**config.mk**
```make
export PLATFORM = sky130hd
export DESIGN_NAME = mcu_job_scheduler
export DESIGN_NICKNAME = d
export VERILOG_FILES = /design/src/rtl/mcu_sched_pkg.sv /design/src/rtl/mcu_job_fifo.sv /design/src/rtl/mcu_job_scheduler.sv
export SDC_FILE = /design/constraint.sdc
export NUM_CORES = 1
export LEC_CHECK = 0
export BUFFER_PORTS_ARGS = -buffer_cell sky130_fd_sc_hd__clkbuf_2
export CORE_ASPECT_RATIO = 0.75
export CORE_UTILIZATION = 50
export CTS_CLUSTER_SIZE = 20
export DETAILED_ROUTE_END_ITERATION = 8
export PLACE_DENSITY = 0.8
export SETUP_SLACK_MARGIN = 0.05
export SYNTH_ARGS = -nofsm -noshare
export SYNTH_HDL_FRONTEND = slang
export SYNTH_HIERARCHICAL = 1
export SYNTH_SLANG_ARGS = --single-unit
```
**constraint.sdc**
```tcl
create_clock -name fsm_clk -period 10.49 [get_ports fsm_clk]
set_clock_uncertainty 0.2 [all_clocks]
set_input_delay 0.5245 -clock fsm_clk [delete_from_list [all_inputs] [get_ports fsm_clk]]
set_output_delay 0.5245 -clock fsm_clk [all_outputs]
set_load 0.02 [all_outputs]
```
**src/rtl/mcu_sched_pkg.sv**
```systemverilog
// Shared types for the MCU job scheduler.
// FSM state and result status encodings.
package mcu_sched_pkg;

  localparam int unsigned RES_ID_W = 8;

  typedef enum logic [2:0] {
    ST_IDLE      = 3'd0,
    ST_LOAD      = 3'd1,
    ST_START     = 3'd2,
    ST_WAIT_BUSY = 3'd3,
    ST_RUN       = 3'd4,
    ST_REPORT    = 3'd5
  } sched_state_e;

  typedef enum logic [1:0] {
    RES_OK      = 2'd0,
    RES_ERR     = 2'd1,
    RES_TIMEOUT = 2'd2,
    RES_ABORT   = 2'd3
  } res_status_e;

  function automatic int unsigned max_u(
    input int unsigned a,
    input int unsigned b
  );
    return (a > b) ? a : b;
  endfunction

endpackage

```
**src/rtl/mcu_job_fifo.sv**
```systemverilog
// Job queue for the MCU scheduler.
// Power-of-two FIFO with occupancy count and flush.
module mcu_job_fifo #(
  parameter int unsigned WIDTH = 8,
  parameter int unsigned DEPTH = 4,
  localparam int unsigned PTR_W = $clog2(DEPTH),
  localparam int unsigned CNT_W = PTR_W + 1
) (
  input  logic             clk,
  input  logic             rst,
  input  logic             flush,
  input  logic             push,
  input  logic [WIDTH-1:0] din,
  input  logic             pop,
  output logic [WIDTH-1:0] dout,
  output logic             full,
  output logic             empty,
  output logic [CNT_W-1:0] count
);

  logic [WIDTH-1:0] mem_q [DEPTH];
  logic [PTR_W-1:0] wr_ptr_q, wr_ptr_d;
  logic [PTR_W-1:0] rd_ptr_q, rd_ptr_d;
  logic [CNT_W-1:0] count_q, count_d;
  logic             do_push;
  logic             do_pop;

  assign full    = (count_q == CNT_W'(DEPTH));
  assign empty   = (count_q == '0);
  assign count   = count_q;
  assign dout    = mem_q[rd_ptr_q];
  assign do_push = push && !full && !flush;
  assign do_pop  = pop && !empty && !flush;

  // Pointer and occupancy update; flush empties the queue at once
  always_comb begin
    wr_ptr_d = wr_ptr_q;
    rd_ptr_d = rd_ptr_q;
    count_d  = count_q;
    if (flush) begin
      wr_ptr_d = '0;
      rd_ptr_d = '0;
      count_d  = '0;
    end else begin
      if (do_push) wr_ptr_d = wr_ptr_q + PTR_W'(1);
      if (do_pop)  rd_ptr_d = rd_ptr_q + PTR_W'(1);
      unique case ({do_push, do_pop})
        2'b10:   count_d = count_q + CNT_W'(1);
        2'b01:   count_d = count_q - CNT_W'(1);
        default: count_d = count_q;
      endcase
    end
  end

  // Control state registers
  always_ff @(posedge clk) begin
    if (rst) begin
      wr_ptr_q <= '0;
      rd_ptr_q <= '0;
      count_q  <= '0;
    end else begin
      wr_ptr_q <= wr_ptr_d;
      rd_ptr_q <= rd_ptr_d;
      count_q  <= count_d;
    end
  end

  // Entry storage, written on accepted push
  always_ff @(posedge clk) begin
    if (do_push) mem_q[wr_ptr_q] <= din;
  end

endmodule

```
**src/rtl/mcu_job_scheduler.sv**
```systemverilog
// Job scheduler in front of a memory control unit.
// Queues jobs, issues them, retries, times out and reports.
module mcu_job_scheduler
  import mcu_sched_pkg::*;
#(
  parameter int unsigned ADDR_WIDTH_DATA  = 32,
  parameter int unsigned ADDR_WIDTH_GRID  = 32,
  parameter int unsigned ADDR_WIDTH_SCALE = 32,
  parameter int unsigned QUEUE_DEPTH      = 4,
  parameter int unsigned MAX_RETRIES      = 1,
  parameter int unsigned START_TIMEOUT    = 16,
  parameter int unsigned RUN_TIMEOUT      = 65535
) (
  input  logic                          fsm_clk,
  input  logic                          rst,
  input  logic                          s_job_valid,
  output logic                          s_job_ready,
  input  logic [ADDR_WIDTH_DATA:0]      s_job_data_size,
  input  logic [ADDR_WIDTH_GRID:0]      s_job_grid_size,
  input  logic [ADDR_WIDTH_SCALE:0]     s_job_scle_size,
  output logic                          operation_start,
  output logic [ADDR_WIDTH_DATA:0]      data_size,
  output logic [ADDR_WIDTH_GRID:0]      grid_size,
  output logic [ADDR_WIDTH_SCALE:0]     scle_size,
  input  logic                          operation_busy,
  input  logic                          operation_complete,
  input  logic                          operation_error,
  output logic                          m_res_valid,
  input  logic                          m_res_ready,
  output logic [7:0]                    m_res_id,
  output logic [1:0]                    m_res_status,
  input  logic                          abort,
  output logic [$clog2(QUEUE_DEPTH):0]  queue_count,
  output logic                          sched_busy
);

  localparam int unsigned DW    = ADDR_WIDTH_DATA + 1;
  localparam int unsigned GW    = ADDR_WIDTH_GRID + 1;
  localparam int unsigned SW    = ADDR_WIDTH_SCALE + 1;
  localparam int unsigned FW    = DW + GW + SW;
  localparam int unsigned CNT_W = $clog2(QUEUE_DEPTH) + 1;
  localparam int unsigned RTY_W = $clog2(MAX_RETRIES + 2);
  localparam int unsigned TMR_W =
    $clog2(max_u(START_TIMEOUT, RUN_TIMEOUT) + 1);

  sched_state_e         state_q, state_d;
  res_status_e          res_status_q, res_status_d;
  logic [DW-1:0]        data_size_q, data_size_d;
  logic [GW-1:0]        grid_size_q, grid_size_d;
  logic [SW-1:0]        scle_size_q, scle_size_d;
  logic [RES_ID_W-1:0]  id_q, id_d;
  logic [RES_ID_W-1:0]  job_ctr_q, job_ctr_d;
  logic [RTY_W-1:0]     retry_cnt_q, retry_cnt_d;
  logic [TMR_W-1:0]     timer_q, timer_d;
  logic                 abort_pend_q, abort_pend_d;
  logic                 op_start_q, op_start_d;
  logic                 res_valid_q, res_valid_d;
  logic                 sched_busy_q, sched_busy_d;

  logic                 fifo_pop;
  logic                 fifo_full;
  logic                 fifo_empty;
  logic [FW-1:0]        fifo_dout;
  logic [CNT_W-1:0]     fifo_count;

  mcu_job_fifo #(
    .WIDTH (FW),
    .DEPTH (QUEUE_DEPTH)
  ) u_fifo (
    .clk   (fsm_clk),
    .rst   (rst),
    .flush (abort),
    .push  (s_job_valid),
    .din   ({s_job_data_size, s_job_grid_size, s_job_scle_size}),
    .pop   (fifo_pop),
    .dout  (fifo_dout),
    .full  (fifo_full),
    .empty (fifo_empty),
    .count (fifo_count)
  );

  assign s_job_ready     = !fifo_full;
  assign queue_count     = fifo_count;
  assign operation_start = op_start_q;
  assign data_size       = data_size_q;
  assign grid_size       = grid_size_q;
  assign scle_size       = scle_size_q;
  assign m_res_valid     = res_valid_q;
  assign m_res_id        = id_q;
  assign m_res_status    = res_status_q;
  assign sched_busy      = sched_busy_q;

  // Next-state and datapath; outputs derive from the next state
  always_comb begin
    state_d      = state_q;
    res_status_d = res_status_q;
    data_size_d  = data_size_q;
    grid_size_d  = grid_size_q;
    scle_size_d  = scle_size_q;
    id_d         = id_q;
    job_ctr_d    = job_ctr_q;
    retry_cnt_d  = retry_cnt_q;
    timer_d      = timer_q;
    abort_pend_d = abort_pend_q;
    fifo_pop     = 1'b0;
    unique case (state_q)
      ST_IDLE: begin
        timer_d = '0;
        if (!fifo_empty && !abort) state_d = ST_LOAD;
      end
      ST_LOAD: begin
        if (abort) begin
          state_d = ST_IDLE;
        end else begin
          fifo_pop     = 1'b1;
          {data_size_d, grid_size_d, scle_size_d} = fifo_dout;
          id_d         = job_ctr_q;
          job_ctr_d    = job_ctr_q + 8'd1;
          retry_cnt_d  = '0;
          abort_pend_d = 1'b0;
          state_d      = ST_START;
        end
      end
      ST_START: begin
        if (abort) begin
          state_d = ST_IDLE;
        end else begin
          timer_d = TMR_W'(1);
          state_d = ST_WAIT_BUSY;
        end
      end
      ST_WAIT_BUSY, ST_RUN: begin
        if (abort || abort_pend_q) begin
          if (!operation_busy) begin
            abort_pend_d = 1'b0;
            res_status_d = RES_ABORT;
            state_d      = ST_REPORT;
          end else begin
            abort_pend_d = 1'b1;
          end
        end else if (operation_error) begin
          if (retry_cnt_q < RTY_W'(MAX_RETRIES)) begin
            retry_cnt_d = retry_cnt_q + RTY_W'(1);
            state_d     = ST_START;
          end else begin
            res_status_d = RES_ERR;
            state_d      = ST_REPORT;
          end
        end else if (state_q == ST_WAIT_BUSY) begin
          if (operation_busy) begin
            timer_d = TMR_W'(1);
            state_d = ST_RUN;
          end else if (timer_q >= TMR_W'(START_TIMEOUT - 1)) begin
            res_status_d = RES_TIMEOUT;
            state_d      = ST_REPORT;
          end else begin
            timer_d = timer_q + TMR_W'(1);
          end
        end else begin
          if (operation_complete) begin
            res_status_d = RES_OK;
            state_d      = ST_REPORT;
          end else if (timer_q >= TMR_W'(RUN_TIMEOUT)) begin
            res_status_d = RES_TIMEOUT;
            state_d      = ST_REPORT;
          end else if (operation_busy) begin
            timer_d = timer_q + TMR_W'(1);
          end
        end
      end
      ST_REPORT: begin
        if (m_res_ready) state_d = ST_IDLE;
      end
      default: state_d = ST_IDLE;
    endcase
    op_start_d   = (state_d == ST_START);
    res_valid_d  = (state_d == ST_REPORT);
    sched_busy_d = (state_d != ST_IDLE);
  end

  // FSM state and registered outputs
  always_ff @(posedge fsm_clk) begin
    if (rst) begin
      state_q      <= ST_IDLE;
      res_status_q <= RES_OK;
      data_size_q  <= '0;
      grid_size_q  <= '0;
      scle_size_q  <= '0;
      id_q         <= '0;
      job_ctr_q    <= '0;
      retry_cnt_q  <= '0;
      timer_q      <= '0;
      abort_pend_q <= 1'b0;
      op_start_q   <= 1'b0;
      res_valid_q  <= 1'b0;
      sched_busy_q <= 1'b0;
    end else begin
      state_q      <= state_d;
      res_status_q <= res_status_d;
      data_size_q  <= data_size_d;
      grid_size_q  <= grid_size_d;
      scle_size_q  <= scle_size_d;
      id_q         <= id_d;
      job_ctr_q    <= job_ctr_d;
      retry_cnt_q  <= retry_cnt_d;
      timer_q      <= timer_d;
      abort_pend_q <= abort_pend_d;
      op_start_q   <= op_start_d;
      res_valid_q  <= res_valid_d;
      sched_busy_q <= sched_busy_d;
    end
  end

endmodule
```
Word level (Yosys, flattened, before mapping):

Memory sizes are Yosys's and may differ from the RTL's. A register that Yosys moved wholly into a read port is not among the register bits.
Cells that the tools add are included.

* output and inout bits: 116
* RAM bits: 396
* flip-flop bits (word level): 50
* logic and storage cells: 120
* input bits: 107
* memories kept: 1

Memory list
* u_fifo.mem_q: depth 4, width 99, rd ports 1, clocked after Yosys merged registers in 1, wr ports 1, RTL line mcu_job_fifo.sv:21 `logic [WIDTH-1:0] mem_q [DEPTH];`

* $lt $le $gt $ge: 3
* bitwise logic cells: 1
* reductions and logical operators: 23
* equality and inequality tests: 25
* add/sub/neg operators: 7
* muxes and demuxes: 47

Operators by type and width (number)
* 2-to-1 mux 16 bit: 9
* one-hot mux 16 bit (3 select lines): 1
* 2-to-1 mux 3 bit: 11
* 2-to-1 mux 2 bit: 15
* inequality test 3 bit, second input constant: 6
* adder 16 x 1 -> 16 bit, second input constant: 1
* >= comparator 16 bit, second input constant: 1
* >= comparator 16 x 4 -> 1 bit, second input constant: 1
* inequality test 2 bit, second input constant: 8
* one-hot mux 3 bit (5 select lines): 1
* equality test 3 bit, second input constant: 4
* equality test 3 x 2 -> 1 bit, second input constant: 3
* adder 8 x 1 -> 8 bit, second input constant: 1
* AND reduction 8 bit: 1
* 2-to-1 mux 1 bit: 7
* adder 2 x 1 -> 2 bit, second input constant: 3
* logical NOT 3 bit: 2
* one-hot mux 3 bit (2 select lines): 1
* AND reduction 6 bit: 1
* nonzero test 3 bit: 2
* logical AND 1 bit: 5
* AND reduction 5 bit: 1
* nonzero test 5 bit: 1
* inequality test 4 x 3 -> 1 bit, second input constant: 1
* other kinds (15): 19

Longest topological paths before layout:

* depth in word-level cells: 8
* depth in mapped cells: 11
* mapped depth without buffers: 10

Modules after synthesis:

The synthesis kept the hierarchy.

Modules (own cells, without submodules)
* mcu_job_fifo: cells an instance 574, instances 1, sequential area each 12071.6 sq um, area each 14759.2 sq um
* mcu_job_scheduler: cells an instance 711, instances 1, sequential area each 2842.7 sq um, area each 5544.1 sq um

Worst setup path before layout:

OpenSTA, ideal clock, no wires.

* path kind: input port to flip-flop
* start point: in s_job_valid
* end point: mem u_fifo/mem_q[0][0] (netlist name), enable pin
* required time: 9.820 ns
* setup time: 0.470 ns
* buffers on the path: 0
* slack: 6.595 ns
* stages: 2
* arrival: 3.225 ns
* cell sequence: nor2b_1 > and3_1

* word-level cells in the longest chain between the ends: 4

RTL lines
* from (decl): RTL line mcu_job_scheduler.sv:16 `input logic s_job_valid,`
* logical AND 1 bit (2 in series): RTL line mcu_job_fifo.sv:32 `assign do_push = push && !full && !flush;`
* 2-to-1 mux 1 bit: RTL line mcu_job_fifo.sv:70 `if (do_push) mem_q[wr_ptr_q] <= din;`
* 2-to-1 mux 1 bit (not written as such): RTL line mcu_job_fifo.sv:70
* to (decl): RTL line mcu_job_fifo.sv:21

No other way between the ends.

Worst setup path in the final report:

* start point: reg state_q[0]
* end point: reg u_fifo.count_q[2] (netlist: u_fifo/count[2])

* word-level cells in the longest chain between the ends: 6
* elaborated cells on any way between the ends: 8
* those cells by class: eq/ne (3); mux (2); reduce/logical (3)

RTL lines
* from (decl): RTL line mcu_job_scheduler.sv:46 `sched_state_e state_q, state_d;`
* from (signal assigned): RTL line mcu_job_scheduler.sv:198 `state_q <= state_d;`
* equality test 3 x 1 -> 1 bit *: RTL line mcu_job_scheduler.sv:106 `unique case (state_q)`
* 2-to-1 mux 1 bit *: RTL line mcu_job_scheduler.sv:106
* logical AND 1 bit * (2 in series): RTL line mcu_job_fifo.sv:33 `assign do_pop = pop && !empty && !flush;`
* via u_fifo.do_pop: RTL line mcu_job_fifo.sv:26 `logic do_pop;`
* equality test 2 x 1 -> 1 bit / equality test 2 bit (equally long branches): RTL line mcu_job_fifo.sv:47 `unique case ({do_push, do_pop})`
* one-hot mux 3 bit (2 select lines) / nonzero test 2 bit (equally long branches)
* to (signal assigned): RTL line mcu_job_fifo.sv:64 `count_q <= count_d;`
* to (decl): RTL line mcu_job_fifo.sv:24 `logic [CNT_W-1:0] count_q, count_d;`

The timed path passes the listed nets; every way through them passes the cells marked *.
A chain may end at the register's enable or synchronous reset.

==> results.cfg <==
[worst_setup_path]
startpoint_type = flip-flop
r2r_cells = 10
timing.rr.end = u_fifo/count[2]$_SDFFE_PP0P_
reg2reg_slack_ns = 6.49
startpoint = state_q[0]$_SDFF_PP0_
cp.arrival_ns = 4.29
path_max_fanout = 52
path_class = reg -> reg
critPathCaptureType = flip-flop
critPathCapture = u_fifo/count[2]$_SDFFE_PP0P_
crit_required_ns = 10.78
worstReg2RegStart = state_q[0]$_SDFF_PP0_

[synthesis]
avgSynthCellArea_um2 = 15.8
synth-seq-cells = 547
synth_common_cells = 396 x edfxtp_1, 230 x nand2_1, 151 x dfxtp_1, 135 x a21oi_1, 99 x mux4_2
synth_edf_count = 396
synth_top_area_share_pct = 58.6
synth.most_common_cell = edfxtp_1
synth_ff_type = edfxtp_1
synth_nets = 1401
async_flop_share_pct = 0
synth_warnings = 6
synth_area_leaders = edfxtp_1 59%, dfxtp_1 15%, mux4_2 11%, nand2_1 4.3%, a21oi_1 3.3%
netlist-cell-type-count = 55
synth-seq-area-share_pct = 73.5
yosys.area.top_type = edfxtp_1
syn_inst = 1285
synth_area_um2 = 20300

[layout]
fillCellCount = 2890
multi_input_area_um2 = 5020
final_cells = 2165
drive_above_1_share_pct = 26.1
layout.nets = 1715
seqCellArea_um2 = 14900
area_delta_synth_final_pct = 20.7
fin_area_um2 = 24500

[die]
start_util_pct = 51.0
rows = 63
core_um2 = 39800
ios = 223
die_y_um = 177
dieArea_um2 = 41400
fp.dieW_um = 235

[timing]
setup_viol = 0
min_period_ns = 4.00
fin_crit_sh_pct = 38.2
max_slew_margin_pct = 28.3
max_slew.worst_pin.slew_ns = 1.08
rsz0062_at_grt = no
max_freq_ghz = 0.250
fin_tns_setup_ns = 0
fin_ws_ns = 6.49
final_max_slew_viol_count = 0
hold_viol = 0

[clock_network]
cts_buffer_depth = 3
cts_buffers = 51
cts_tree = yes
clock-sinks = 547
cts_resized = 0
htreeDepth = 2
root_buffer = clkbuf_16
path_clk_slew_ns = 0.06
insertion_delay_ns = 0.57

[drt]
drt-total-wl_um = 44000
wl_per_cell_um = 20.3
num_vias = 12000
via_per_inst = 5.53
ant_nets = 0
drc = 0
drtIter0Drc = 1048
dr.pass1.iters = 5

[power_and_ir_drop]
finalPower_mw = 4.30
ir_drop_mv = 0.131
p_leak_nw = 8.29
pwr_density_cell_nw_per_um2 = 176

[job]
cap_viol_max_count = 0

[placement]
dp_slack_ns = 6.46
placedCellCount = 1967
gp_congestion = 0.844
port_buffers = 222
post-dp-hpwl_um = 24700
placed_cell_area_um2 = 21900

[global_route]
grt_use_total_pct = 21.4
grt_antenna_before_repair = 4
overflow = 0
grt_max_degree = 84
grt_pass1_wl_um = 68600
grt_pass1_vias = 12300

[min_path]
hold_class = in -> reg
hold_path_depth = 3

[outcome]
status = finished, final reports clean
==> layout make-up <==
type                       instances  share of cell area [%]
tap                              520                    2.65
clock inverter                    32                    1.25
multi-input combinational        649                    20.5
clock buffer                      63                    5.52
inverter                          19                   0.301
sequential                       547                    60.9
antenna                            4                  0.0408
timing repair buffer             331                    8.89
==> cell families after synthesis <==
group                    after synthesis  share of synthesized area (%)
adder cells (fa/ha/maj)                9                          0.592
AO/OA/AOI/OAI                        179                           4.91
XOR/XNOR                               9                          0.388
buffers and inverters                 89                           1.95
flip-flops                           547                           73.5
AND/OR/NAND/NOR                      350                           7.57
multiplexers                         102                           11.1
==> critical path, cell delays in order, from the launching register on <==
cell and delay [ns]:
dfxtp_1 0.63, nand2b_1 0.17, or3_4 0.64, inv_4 0.46, nor3b_1 0.48, ha_1 0.27
inv_1 0.06, fa_1 0.37, xor2_1 0.16, or3_1 0.30, a21oi_1 0.14
==> report_power, final <==
part	internal [mW]	leakage, nW	switching (mW)
logic	0.0619	2.67	0.0722
clock network	1.04	0.811	0.778
registers	2.34	4.82	0.00756
total	3.45	8.29	0.858
==> stage by stage <==
step                util, %  hold WS, ns
floorplan                 -        0.232
global placement       54.9        0.242
detailed placement     54.9        0.246
CTS                    61.6       0.0841
global route           61.6        0.135
finish                 61.6        0.115
==> routing by layer <==
layer,global-route usage [%],vias up,part of all wire (%)
met3,4.07,61,6.0
met5,0,-,0.025
met4,6.03,2,2.0
met2,35.4,383,49
li1,-,5475,-
met1,29.3,6056,43
==> how the worst min path moves through the flow <==
stage / from / endpoint / slack (ns)
4_1_cts: operation_error / m_res_status[1]$_SDFFE_PP0P_ / 0.08
3_3_place_gp: retry_cnt_q[1]$_SDFFE_PP0P_ / retry_cnt_q[1]$_SDFFE_PP0P_ / 0.24
6_report: operation_error / m_res_status[1]$_SDFFE_PP0P_ / 0.11
3_5_place_dp: grid_size[7]$_SDFFE_PP0P_ / grid_size[7]$_SDFFE_PP0P_ / 0.25
5_1_grt: operation_error / m_res_status[1]$_SDFFE_PP0P_ / 0.14
2_1_floorplan: retry_cnt_q[1]$_SDFFE_PP0P_ / retry_cnt_q[1]$_SDFFE_PP0P_ / 0.23
==> registers in the layout, indices dropped and copies added (netlist names), named ones only <==
name and cells:
u_fifo/rd_ptr_q 2, abort_pend_q 1, m_res_id 8, u_fifo/mem_q 396, sched_busy 1, timer_q 16
data_size 33, m_res_valid 1, grid_size 33, job_ctr_q 8, u_fifo/count 3, scle_size 33
u_fifo/wr_ptr_q 2, m_res_status 2, retry_cnt_q 2, state_q 3, operation_start 1
==> repair_timing <==
item | 4_1_cts | 5_1_grt
hold endpoints to repair | 396 | 0
buffers inserted | 0 | 0
hold buffers | 99 | 0
==> cell usage in the layout, fill, tap and decap left out, drive strengths merged, types with 20 or more instances in the layout <==
| cell type | n |
|---|---|
| nand2 | 230 |
| mux4 | 99 |
| clkbuf | 284 |
| clkinv | 22 |
| nor2 | 40 |
| dlygate4sd3 | 99 |
| a21oi | 135 |
| inv | 20 |
| edfxtp | 396 |
| dfxtp | 151 |
| o21ai | 20 |
Note: power is estimated with default switching activity, not from simulation.
